[src/rtl/frame_writer.sv]
// Pixel-stream sink: raster tracking, centroid marker overlay in the ROI band, frame-buffer write port.
// One-cycle latency from in_ready to wr_en; accepts a pixel every cycle and never stalls upstream.
module frame_writer #(
    parameter int          IMG_W         = 640,
    parameter int          IMG_H         = 480,
    parameter int          ROI_HEIGHT    = 64,
    parameter int          MARKER_HALF_W = 1,
    parameter logic [11:0] MARKER_COLOR  = 12'hF00
) (
    input  logic                             clk,
    input  logic                             rst,
    input  logic [11:0]                      pixel_in,
    input  logic                             in_ready,
    input  logic                             sof,
    input  logic [$clog2(IMG_W):0]           centroid_x,
    input  logic                             centroid_rdy,
    input  logic                             line_lost,
    output logic                             wr_en,
    output logic [$clog2(IMG_W*IMG_H)-1:0]   wr_addr,
    output logic [11:0]                      wr_data,
    output logic                             frame_done,
    output logic [15:0]                      frame_count,
    output logic                             sync_err
);

    localparam int XW = (IMG_W > 1) ? $clog2(IMG_W) : 1;
    localparam int YW = (IMG_H > 1) ? $clog2(IMG_H) : 1;
    localparam int AW = $clog2(IMG_W * IMG_H);
    localparam int CW = $clog2(IMG_W) + 1;

    localparam logic [XW-1:0]        X_LAST = XW'(IMG_W - 1);
    localparam logic [YW-1:0]        Y_LAST = YW'(IMG_H - 1);
    localparam logic [YW-1:0]        Y_BAND = YW'(IMG_H - ROI_HEIGHT);
    localparam logic [CW-1:0]        X_LIM  = CW'(IMG_W);
    localparam logic signed [CW:0]   HALF_W = (CW + 1)'(MARKER_HALF_W);

    localparam logic [0:0] ST_IDLE = 1'b0;
    localparam logic [0:0] ST_RUN  = 1'b1;

    logic [0:0]    state;
    logic [XW-1:0] x;
    logic [YW-1:0] y;
    logic [AW-1:0] addr;

    logic          pend_vld;
    logic          pend_lost;
    logic [CW-1:0] pend_x;
    logic          act_vld;
    logic          act_lost;
    logic [CW-1:0] act_x;

    logic          at_origin;
    logic          frame_start;
    logic [XW-1:0] x_cur;
    logic [YW-1:0] y_cur;
    logic [AW-1:0] addr_cur;
    logic          x_last;
    logic          last_pix;
    logic          use_vld;
    logic          use_lost;
    logic [CW-1:0] use_x;
    logic signed [CW:0] dx;
    logic          marker_hit;

    // sof forces the counters to the origin before this pixel is placed.
    always_comb begin
        at_origin   = (x == '0) && (y == '0);
        frame_start = (state == ST_IDLE) || sof || at_origin;
        x_cur       = sof ? '0 : x;
        y_cur       = sof ? '0 : y;
        addr_cur    = sof ? '0 : addr;
        x_last      = (x_cur == X_LAST);
        last_pix    = x_last && (y_cur == Y_LAST);
    end

    // The first pixel of a frame already sees the freshly copied centroid, not a same-cycle update.
    always_comb begin
        use_vld    = frame_start ? pend_vld  : act_vld;
        use_lost   = frame_start ? pend_lost : act_lost;
        use_x      = frame_start ? pend_x    : act_x;
        dx         = $signed((CW + 1)'(x_cur)) - $signed((CW + 1)'(use_x));
        marker_hit = use_vld && !use_lost
                  && (y_cur >= Y_BAND)
                  && (use_x < X_LIM)
                  && (dx <= HALF_W) && (dx >= -HALF_W);
    end

    always_ff @(posedge clk or negedge rst) begin
        if (!rst) begin
            state <= ST_IDLE;
            x     <= '0;
            y     <= '0;
            addr  <= '0;
        end else if (in_ready) begin
            state <= ST_RUN;
            if (last_pix) begin
                x    <= '0;
                y    <= '0;
                addr <= '0;
            end else begin
                x    <= x_last ? '0 : x_cur + 1'b1;
                y    <= x_last ? y_cur + 1'b1 : y_cur;
                addr <= addr_cur + 1'b1;
            end
        end
    end

    always_ff @(posedge clk or negedge rst) begin
        if (!rst) begin
            pend_vld  <= 1'b0;
            pend_lost <= 1'b0;
            pend_x    <= '0;
            act_vld   <= 1'b0;
            act_lost  <= 1'b0;
            act_x     <= '0;
        end else begin
            if (centroid_rdy) begin
                pend_vld  <= 1'b1;
                pend_lost <= line_lost;
                pend_x    <= centroid_x;
            end
            if (in_ready && frame_start) begin
                act_vld  <= pend_vld;
                act_lost <= pend_lost;
                act_x    <= pend_x;
            end
        end
    end

    always_ff @(posedge clk or negedge rst) begin
        if (!rst) begin
            wr_en       <= 1'b0;
            wr_addr     <= '0;
            wr_data     <= '0;
            frame_done  <= 1'b0;
            frame_count <= '0;
            sync_err    <= 1'b0;
        end else begin
            wr_en      <= in_ready;
            frame_done <= in_ready && last_pix;
            if (in_ready) begin
                wr_addr <= addr_cur;
                wr_data <= marker_hit ? MARKER_COLOR : pixel_in;
                if (last_pix)
                    frame_count <= frame_count + 16'd1;
                if (sof && !at_origin)
                    sync_err <= 1'b1;
            end
        end
    end

endmodule
[config.mk]
export PLATFORM = sky130hd
export DESIGN_NAME = frame_writer
export DESIGN_NICKNAME = d
export VERILOG_FILES = /design/src/rtl/frame_writer.sv
export SDC_FILE = /design/constraint.sdc
export NUM_CORES = 1
export LEC_CHECK = 0
export CAP_MARGIN = 40
export CORE_ASPECT_RATIO = 1.2
export CORE_MARGIN = 2
export CORE_UTILIZATION = 54
export DETAILED_ROUTE_END_ITERATION = 16
export GPL_TIMING_DRIVEN = 1
export PLACE_DENSITY = 0.87
export SYNTH_ARGS = -nofsm -noshare
export SYNTH_HDL_FRONTEND = slang
export SYNTH_SLANG_ARGS = --single-unit
[constraint.sdc]
create_clock -name clk -period 4.35 [get_ports clk]
set_input_delay 0.87 -clock clk [delete_from_list [all_inputs] [get_ports clk]]
set_output_delay 0.87 -clock clk [all_outputs]
set_load 0.005 [all_outputs]
==> metrics.md, run 1 <==
| Metric | Value |
|---|---|
| Worst EP required | between 4000 and 5000 ps |
| DR vias/cell | about 6.0 |
| Reg clk slew, reported paths | roughly 50 ps |
| DP Wirelength | 9620 µm |
| DRC viols | 0 |
| Layout fillers | around 830 |
| CTS buffer count | 17 |
| Startpoint types | flop |
| Worst vdd ir | about 280 µV |
| Crit. End Element | flop |
| Initial Util | 0.550 |
| Crit path max fanout | 12 |
| Total GRT Usage | 0.243 |
| Initial antenna violation count | 0 |
| Synthesized instance count | ~600 |
| Layout area overhead | 23.8% |
| Yosys top cell area share | 0.476 |
| Final TNS setup | 0 ps |
| Total gr overflow | 0 |
| Worst slew margin | 0.486 |
| Flops & latches, synth | 115 |
| GPL Wtd Cong | between 0.9 and 1 |
| Ports | 79 |
| PwrDens | between 300 and 400 nW/µm² |
| Die Y | ~120 µm |
| IO buf count | 78 |
| H-tree levels | 4 |
| Status | finished clean |
| Final hold viol count | 0 |
| Row count | 42 |
| CTS root buffer | clkbuf_16 |
| CTS tree | yes |
| Vias in the first global route | ~4.9k |
| WL per Instance | around 17 µm |
| Placeable Area | around 11000 µm² |
| Critical path arrival | 4240 ps |
| Drt first-iter violations | 374 |
| Leak | approximately 3.3 nW |
| Max Fclk | approximately 250 MHz |
| Top FF cell, synth | dfrtp_1 |
| Commonest cells in the netlist | dfrtp_1, nand2_1, o21ai_0 |
| Die Area | ~12000 µm² |
| Synth warnings | 0 |
| Final Max Slew Viols | 0 |
| Layout Nets | between 700 and 800 |
| Max Root-Sink Buffers | 2 |
| Slew @ Worst Pin | between 700 and 800 ps |
| Post-synth EDFFs | 0 |
| RSZ-0062 raised after global routing | no |
| Total chip power | 2.85 mW |
| Synth area leaders | dfrtp_1, mux2_2, o21ai_0 |
| Average size of a mapped cell | roughly 10 µm² |
| Final setup vio count | 0 |
| Routed via count | 4970 |
| Syn_nets | ~640 |
| Die W | just over 100 µm |
| Max-Cap Viols | 0 |
| Mapped cell area | 6040 µm² |
| Post-route ant nets | 0 |
| Worst Clk Skew | 12.5 ps |
| Cts hold-fix bufs | 0 |
| Leading area contributor after synthesis | dfrtp_1 |
| Maximum number of pins on one net before global-route repair | 78 |
| DRT Wirelength | approximately 14000 µm |
| CTS sink cnt | 115 |
| Final critical-path share of the clock period | 0.908 |
| Most common cell in the netlist | dfrtp_1 |
| DR pass1 iterations | 5 |
| Layout Cells excl Fill | slightly above 800 |
| Fraction of layout instances using a drive strength above 1 | 0.125 |
| Antenna diode count | 0 |
| Clk_lat worst skew | 410 ps |
| Placed Instances | around 800 |
| Area taken by multi-input logic gates | around 3000 µm² |
| Hold_ws | 472 ps |
| Async S/R FF share, synth | 1.00 |
| Reg area | between 2000 and 3000 µm² |
| Hold Crit Class | flop to flop |
| Number of unique standard cell types used by synthesis | 60 |
| First-pass GRT wire length | about 23000 µm |
| Register area share after synthesis | 0.476 |
| Tmin final | 3950 ps |
| CP Class | flop to flop |
[layer usage]
layer  vias to the layer above  track usage  share of wire
met2                       187        0.429           0.53
met3                        38       0.0518          0.045
met5                         -            0              0
met1                      2438        0.280           0.40
met4                         0        0.107          0.028
li1                       2307            -              -
[final timing paths]
kind | from | end | slack, ps | cells after the start
setup / recovery | y[2] | wr_data[11] | 400 | 14
hold / removal | state | state | 470 | 1
setup reg to reg | y[2] | wr_data[11] | 400 | 14
hold reg to reg | state | state | 470 | 1
max in group asynchronous | rst | act_x[8] | 2900 | 2
min in group asynchronous | rst | wr_addr[9] | 540 | 1
[cells in the final DEF, fill, tap and decap left out, types with 2 or more instances in the layout]
master / netlist / routed
nor4b_1: 4 / 4
and2_1: 7 / 7
mux2_2: 34 / 34
a21o_1: 2 / 2
nand3b_1: 14 / 14
and3_1: 13 / 13
nor2_2: 2 / 2
and4_1: 2 / 2
nor3_1: 11 / 11
o31ai_1: 8 / 8
o211ai_1: 3 / 3
mux2i_1: 24 / 24
or2_2: 5 / 5
nand2_1: 52 / 52
and4b_1: 2 / 2
nand4_1: 8 / 8
dfrtp_1: 115 / 115
a211o_1: 5 / 5
o21ai_0: 50 / 50
clkbuf_16: 0 / 17
xor2_1: 7 / 7
inv_1: 21 / 21
nor4_1: 6 / 6
nand2b_1: 9 / 9
buf_4: 0 / 9
a21oi_1: 15 / 15
nor2_1: 33 / 33
nor2b_1: 22 / 22
clkdlybuf4s50_1: 0 / 76
o2bb2ai_1: 11 / 11
clkbuf_1: 13 / 4
nand3_1: 28 / 28
ha_1: 15 / 15
a31oi_1: 5 / 5
xnor2_1: 16 / 16
clkbuf_8: 0 / 3
clkinv_2: 0 / 5
[final cells by class]
class / count / share of cell area
clock inverter: 6 / 0.00736
tap: 132 / 0.0221
inverter: 22 / 0.0110
sequential: 115 / 0.385
timing repair buffer: 86 / 0.111
multi-input combinational: 437 / 0.399
clock buffer: 24 / 0.0644
[power by group]
part | total [mW] | leakage, nW | switching, mW | internal [mW]
logic | 0.389 | 1.55 | 0.200 | 0.189
clock network | 1.28 | 0.269 | 0.459 | 0.817
registers | 1.19 | 1.49 | 0.0527 | 1.14
total | 2.85 | 3.31 | 0.712 | 2.14
[what timing repair did]
item                                    4_1_cts  5_1_grt
setup buffers                                 0        0
endpoints found under the setup margin        0       12
gates resized for setup                       0        1
[sequential cells by signal, indices dropped and copies added, names as in the netlist]
register     cells
frame_done       1
y                9
frame_count     16
act_lost         1
wr_data         12
act_vld          1
pend_lost        1
act_x           11
state            1
pend_vld         1
sync_err         1
pend_x          11
x               10
addr            19
wr_en            1
wr_addr         19
[logic make-up (layout without fill, tap and decap cells)]
kind of cell,after synthesis,in the layout,share of synthesized area
AOI/OAI and AO/OA,111,111,0.116
DFF,115,115,0.476
xor gates and xnor gates,23,23,0.0333
and+or+nand+nor,229,229,0.207
buffers and inverters,47,138,0.0300
muxes,58,58,0.103
adders and majority gates,16,16,0.0344
[worst max-delay path: stages, from the launching register on]
cell	delay (ps)
dfrtp_1	430
nor4_1	410
nand3_1	200
o21ai_2	240
buf_4	260
mux2i_1	210
ha_1	300
a21oi_1	320
inv_1	70
a221o_1	350
a21oi_1	220
nand4bb_1	160
nor4b_1	60
a41o_2	320
a211o_1	290
[stage by stage]
step / util / setup WS (ps) / area [µm²]
5_1_grt: 0.681 / 62.6 / 7480
2_1_floorplan: - / 80.3 / 6040
3_3_place_gp: 0.632 / 145 / 6940
4_1_cts: 0.681 / 391 / 7480
6_report: 0.681 / 399 / 7480
3_5_place_dp: 0.632 / 10.7 / 6940
Note: power is estimated with default switching activity, not from simulation.
==> run 2, diff against run 1 <==
--- a/config.mk
+++ b/config.mk
@@ -11,7 +11,7 @@
 export CORE_UTILIZATION = 54
 export DETAILED_ROUTE_END_ITERATION = 16
 export GPL_TIMING_DRIVEN = 1
-export PLACE_DENSITY = 0.87
+export PLACE_DENSITY_LB_ADDON = 0.1
 export SYNTH_ARGS = -nofsm -noshare
 export SYNTH_HDL_FRONTEND = slang
 export SYNTH_SLANG_ARGS = --single-unit
==> run 2 against run 1 <==
  * Wire length shrank 3.3%
  * Worst hold slack got worse by 66 ps
  * Die area unchanged
  * Final area grew 1.5%
  * Count of clock-buffer cells in the layout is 7 lower
  * Largest cell class unchanged
  * Highest routed layer unchanged
==> metrics.md, run 2 (synthesized netlist as in run 1, its figures left out) <==
| Metric | Value |
|---|---|
| Crit path max fanout | 12 |
| PostCTS Resize Cnt | 0 |
| Die W | roughly 100 µm |
| IO buf count | 78 |
| DR vias/cell | 5.78 |
| Final setup margin | about 320 ps |
| PwrDens | 386 nW/µm² |
| Total GRT Usage | 0.242 |
| Ports | ~80 |
| Post-CTS Setup Inserts | 0 |
| Hold Crit Class | primary input to asynchronous set/reset pin |
| Worst Clk Skew | between 6 and 7 ps |
| WL per Instance | 16.3 µm |
| Critical path arrival | 4320 ps |
| DP Worst Slack | -36.8 ps |
| DR pass1 iterations | 5 |
| DRT Wirelength | around 14000 µm |
| Startpoint types | flop |
| GPL Wtd Cong | 0.932 |
| Fraction of layout instances using a drive strength above 1 | 0.140 |
| Tmin final | around 4000 ps |
| RSZ-0062 raised after global routing | no |
| Final hold viol count | 0 |
| CP Class | flop to flop |
| Reg clk slew, reported paths | around 60 ps |
| Post-route ant nets | 0 |
| Post-DP Area | around 7000 µm² |
| CTS tree | yes |
| DRC viols | 0 |
| Final critical-path share of the clock period | 0.926 |
| Antenna diode count | 0 |
| Worst slew margin | 0.574 |
| Vias in the first global route | around 5k |
| Final core occ | 0.691 |
| Placeable Area | about 11000 µm² |
| Row count | between 40 and 50 |
| Leak | between 3 and 4 nW |
| Maximum number of pins on one net before global-route repair | 62 |
| Placed Instances | ~800 |
| Initial antenna violation count | 0 |
| Most frequent cells in the layout | dfrtp_1, clkdlybuf4s50_1, nand2_1, o21ai_0, mux2_2 |
| Max Root-Sink Buffers | 2 |
| First-pass GRT wire length | about 23000 µm |
| Biggest regs | addr: 19 flops, wr_addr: 19 flops, frame_count: 16 flops |
| CTS root buffer | clkbuf_16 |
| Layout fillers | 839 |
| Commonest non-fill, non-tap cell in the layout | dfrtp_1 |
| CTS sink cnt | 115 |
| Cts hold-fix bufs | 0 |
| Status | finished clean |
| Initial Util | 0.550 |
| Total gr overflow | 0 |
| Crit. End Element | flop |
| Final Cell Area | about 7600 µm² |
| Layout area overhead | 25.7% |
| Drt first-iter violations | roughly 310 |
| Max-Cap Viols | 0 |
| Layout Nets | 730 |
| DP Wirelength | roughly 9600 µm |
| Max Fclk | ~250 MHz |
| Final Max Slew Viols | 0 |
| Final TNS setup | 0 ps |
| Slew @ Worst Pin | around 630 ps |
| Hold_ws | 406 ps |
| Worst EP required | between 4000 and 5000 ps |
| Final setup vio count | 0 |
| Total chip power | about 3 mW |
| Layout Cells excl Fill | 830 |
| Die Area | 12100 µm² |
| CTS buffer count | 17 |
| Worst vdd ir | around 280 µV |
| H-tree levels | 4 |
| Clk_lat worst skew | approximately 400 ps |
| Die Y | between 100 and 150 µm |
| Routed via count | about 4.8k |
run 2: final cells by class:
class / instances / area [µm²] / share of cell area
repair buffers: 92 / 898 / 0.118
flip-flops and latches: 115 / 2880 / 0.379
clock inverters: 15 / 160 / 0.0211
multi-input cells: 437 / 2980 / 0.393
inverters: 22 / 82.6 / 0.0109
clock buffers: 17 / 425 / 0.0560
well taps: 132 / 165 / 0.0217
run 2: where the power goes:
part | leakage (nW) | internal [mW] | total, mW | switching, mW
logic | 1.58 | 0.193 | 0.388 | 0.195
clock network | 0.272 | 0.845 | 1.36 | 0.515
registers | 1.49 | 1.13 | 1.18 | 0.0472
run 2: worst max-delay path, cell delays in order (launching register included):
cell	delay (ps)
dfrtp_1	440
nor4_1	390
nand3_1	170
o21ai_2	180
buf_4	260
mux2i_1	350
ha_1	290
nor2b_1	140
o2111ai_1	290
nand4_1	150
a31oi_1	310
mux2i_1	230
nor4b_1	80
a41o_2	330
a211o_1	300
run 2: worst paths after layout:
| check | start | end | slack (ps) | cells after the start |
|---|---|---|---|---|
| setup reg to reg | y[2] | wr_data[9] | 320 | 14 |
| setup / recovery | y[2] | wr_data[9] | 320 | 14 |
| max in group asynchronous | rst | pend_x[5] | 3050 | 3 |
| hold reg to reg | frame_count[15] | frame_count[15] | 470 | 1 |
| min in group clk | frame_count[15] | frame_count[15] | 470 | 1 |
| hold / removal | rst | addr[10] | 410 | 1 |
run 2: metal layers:
metal / wire length (µm) / up-vias / global-route usage / part of all wire
li1: - / 2310 / - / -
met1: 5580 / 2356 / 0.288 / 0.41
met2: 7330 / 111 / 0.423 / 0.54
met3: 413 / 19 / 0.0547 / 0.031
met4: 208 / 0 / 0.0933 / 0.015
met5: 0 / - / 0 / 0
==> run 3, diff against run 2 <==
--- a/config.mk
+++ b/config.mk
@@ -8,9 +8,9 @@
 export CAP_MARGIN = 40
 export CORE_ASPECT_RATIO = 1.2
 export CORE_MARGIN = 2
-export CORE_UTILIZATION = 54
+export CORE_UTILIZATION = 50
 export DETAILED_ROUTE_END_ITERATION = 16
-export GPL_TIMING_DRIVEN = 1
+export GPL_TIMING_DRIVEN = 0
 export PLACE_DENSITY_LB_ADDON = 0.1
 export SYNTH_ARGS = -nofsm -noshare
 export SYNTH_HDL_FRONTEND = slang
==> run 3 against run 2 <==
  * Global-route usage decreased by 0.81 points
  * Register-to-register slack got worse by 60 ps
  * Combinational power increased by 3%
  * Sequential cell count unchanged
  * Final cell count increased by 4.9%
  * Utilization decreased by 4.6 points
  * Die area increased by 7.7%
  * Clock power increased by 3%
  * Non-clock buffer count increased by 13
  * Total power increased by 1.9%
  * Critical path type is now primary input to flop
  * Highest routed layer unchanged
==> metrics.md, run 3 (synthesized netlist as in run 1, its figures left out) <==
| Metric | Value |
|---|---|
| Most frequent cells in the layout | dfrtp_1, clkdlybuf4s50_1, nand2_1, o21ai_0, mux2_2 |
| Drt first-iter violations | approximately 170 |
| Critical Path, Cell by Cell | clkdlybuf4s15_2, clkbuf_4, buf_2, clkbuf_4, nor2_1, fa_1, and3_1, nor2_1, and4b_1, nor3_1, nand4bb_1, nor4b_1, a41o_1, clkbuf_4, a211o_1 |
| WL per Instance | around 17 µm |
| CTS tree | yes |
| Initial antenna violation count | 0 |
| Leak | around 3.4 nW |
| Commonest non-fill, non-tap cell in the layout | dfrtp_1 |
| CP max stage cell | fa_1 |
| Final setup vio count | 0 |
| Tmin final | about 4100 ps |
| IO buf count | slightly below 80 |
| Ports | between 70 and 80 |
| Max Root-Sink Buffers | 2 |
| Reg clk slew, reported paths | roughly 50 ps |
| Biggest regs | addr: 19 flops, wr_addr: 19 flops, frame_count: 16 flops |
| Max-Cap Viols | 0 |
| Vias in the first global route | roughly 5.0k |
| Sequential share of power | 0.396 |
| Routed via count | 4883 |
| Critical path arrival | approximately 4400 ps |
| WP buf/inv | 5 |
| Total gr overflow | 0 |
| Worst EP required | roughly 4700 ps |
| PwrDens | 387 nW/µm² |
| Final critical-path share of the clock period | 0.940 |
| Worst Clk Skew | around 7.2 ps |
| Largest stage delay on the critical path | around 480 ps |
| Placeable Area | 11900 µm² |
| CTS buffer count | 17 |
| H-tree levels | 4 |
| Layout fillers | between 1k and 1.5k |
| Die W | 104 µm |
| Crit. End Element | flop |
| CTS sink cnt | around 120 |
| Total chip power | slightly below 3 mW |
| Cell family with most CP delay | buffers and inverters |
| CP Class | primary input to flop |
| Slew @ Worst Pin | around 770 ps |
| Final hold viol count | 0 |
| First-pass GRT wire length | about 25000 µm |
| Initial Util | 0.506 |
| Hold Crit Class | primary input to asynchronous set/reset pin |
| Maximum number of pins on one net before global-route repair | 70 |
| Switching Power | roughly 730 µW |
| DR pass1 iterations | 5 |
| CP dominant cell by count | clkbuf_4 |
| Startpoint types | primary input |
| Worst vdd ir | between 200 and 250 µV |
| Combinational power share | 0.134 |
| Layout area overhead | 27.7% |
| CTS root buffer | clkbuf_16 |
| Total GRT Usage | 0.234 |
| Layout Cells excl Fill | just under 900 |
| DRT Wirelength | between 10000 and 15000 µm |
| Clk pwr share | 0.470 |
| Worst slew margin | 0.481 |
| Die Y | ~120 µm |
| Die Area | between 10000 and 15000 µm² |
| Internal power | around 2.3 mW |
| DP Wirelength | between 10000 and 15000 µm |
| DR vias/cell | ~5.6 |
| Switching portion of total power | 0.245 |
| Max Fclk | roughly 240 MHz |
| Fraction of layout instances using a drive strength above 1 | 0.135 |
| GPL Wtd Cong | 0.882 |
| Final Max Slew Viols | 0 |
| Layout Nets | about 740 |
| Row count | 44 |
| Clk_lat worst skew | approximately 420 ps |
| Status | finished clean |
| Final core occ | 0.646 |
| DRC viols | 0 |
| Antenna diode count | 0 |
| Post-route ant nets | 0 |
| Crit path max fanout | 13 |
| Placed Instances | 839 |
## run 3: worst register-to-register path: cells and delay by family (launching register included)
kind                     cells  cell delay [ps]
AO/OA/AOI/OAI                3              750
adder cells (fa/ha/maj)      2              560
AND/OR/NAND/NOR              8             1630
multiplexers                 1              180
flip-flops                   1              410
buffers and inverters        3              450
## run 3: through the flow
stage | cell area (µm²) | hold slack (ps) | setup slack (ps) | setup TNS [ps]
after floorplan | 6040 | 431 | 80.3 | 0
after global placement | 7020 | 447 | -2020 | -285480
after detailed placement | 7050 | 456 | -1520 | -55320
after global routing | 7710 | 429 | -42.2 | -337
after CTS | 7650 | 401 | 58.3 | 0
final | 7710 | 384 | 262 | 0
## run 3: layer usage
layer	routed length (µm)	global-route usage	vias up
li1	-	-	2336
met1	5890	0.276	2412
met2	7650	0.419	109
met3	519	0.0377	26
met4	325	0.102	0
met5	0	0	-
## run 3: final timing paths
check	from	depth (start not counted)	endpoint	slack, ps
worst max-delay path	sof	15	wr_data[9]	260
worst min-delay path	rst	1	wr_addr[9]	380
worst max register to register	x[5]	17	wr_data[9]	260
worst min register to register	frame_count[15]	1	frame_count[15]	460
max in group asynchronous	rst	2	act_vld	3270
min in group clk	frame_count[15]	1	frame_count[15]	460
## run 3: cell type report
type                    count  area [µm²]  share of cell area
repair buffers             81         826               0.107
clock buffers              21         460              0.0597
well taps                 161         201              0.0261
multi-input cells         437        3020               0.391
flip-flops and latches    115        2880               0.373
clock inverters            10         133              0.0172
plain buffers              24         114              0.0148
inverters                  22        82.6              0.0107
## run 3: power groups by stage
| stage | Sequential, mW | Combinational, mW | Clock, mW |
|---|---|---|---|
| floorplan | 1.19 | 0.244 | 0 |
| global placement | 1.20 | 0.378 | 0 |
| detailed placement | 1.20 | 0.390 | 0 |
| CTS | 1.18 | 0.394 | 1.42 |
| global route | 1.19 | 0.444 | 1.47 |
| finish | 1.18 | 0.399 | 1.40 |
## run 3: timing repair
item,CTS,global route
setup buffers,0,2
setup endpoints to repair,57,12
pin swaps,0,2
gates resized for setup,8,11
hold buffers,0,0
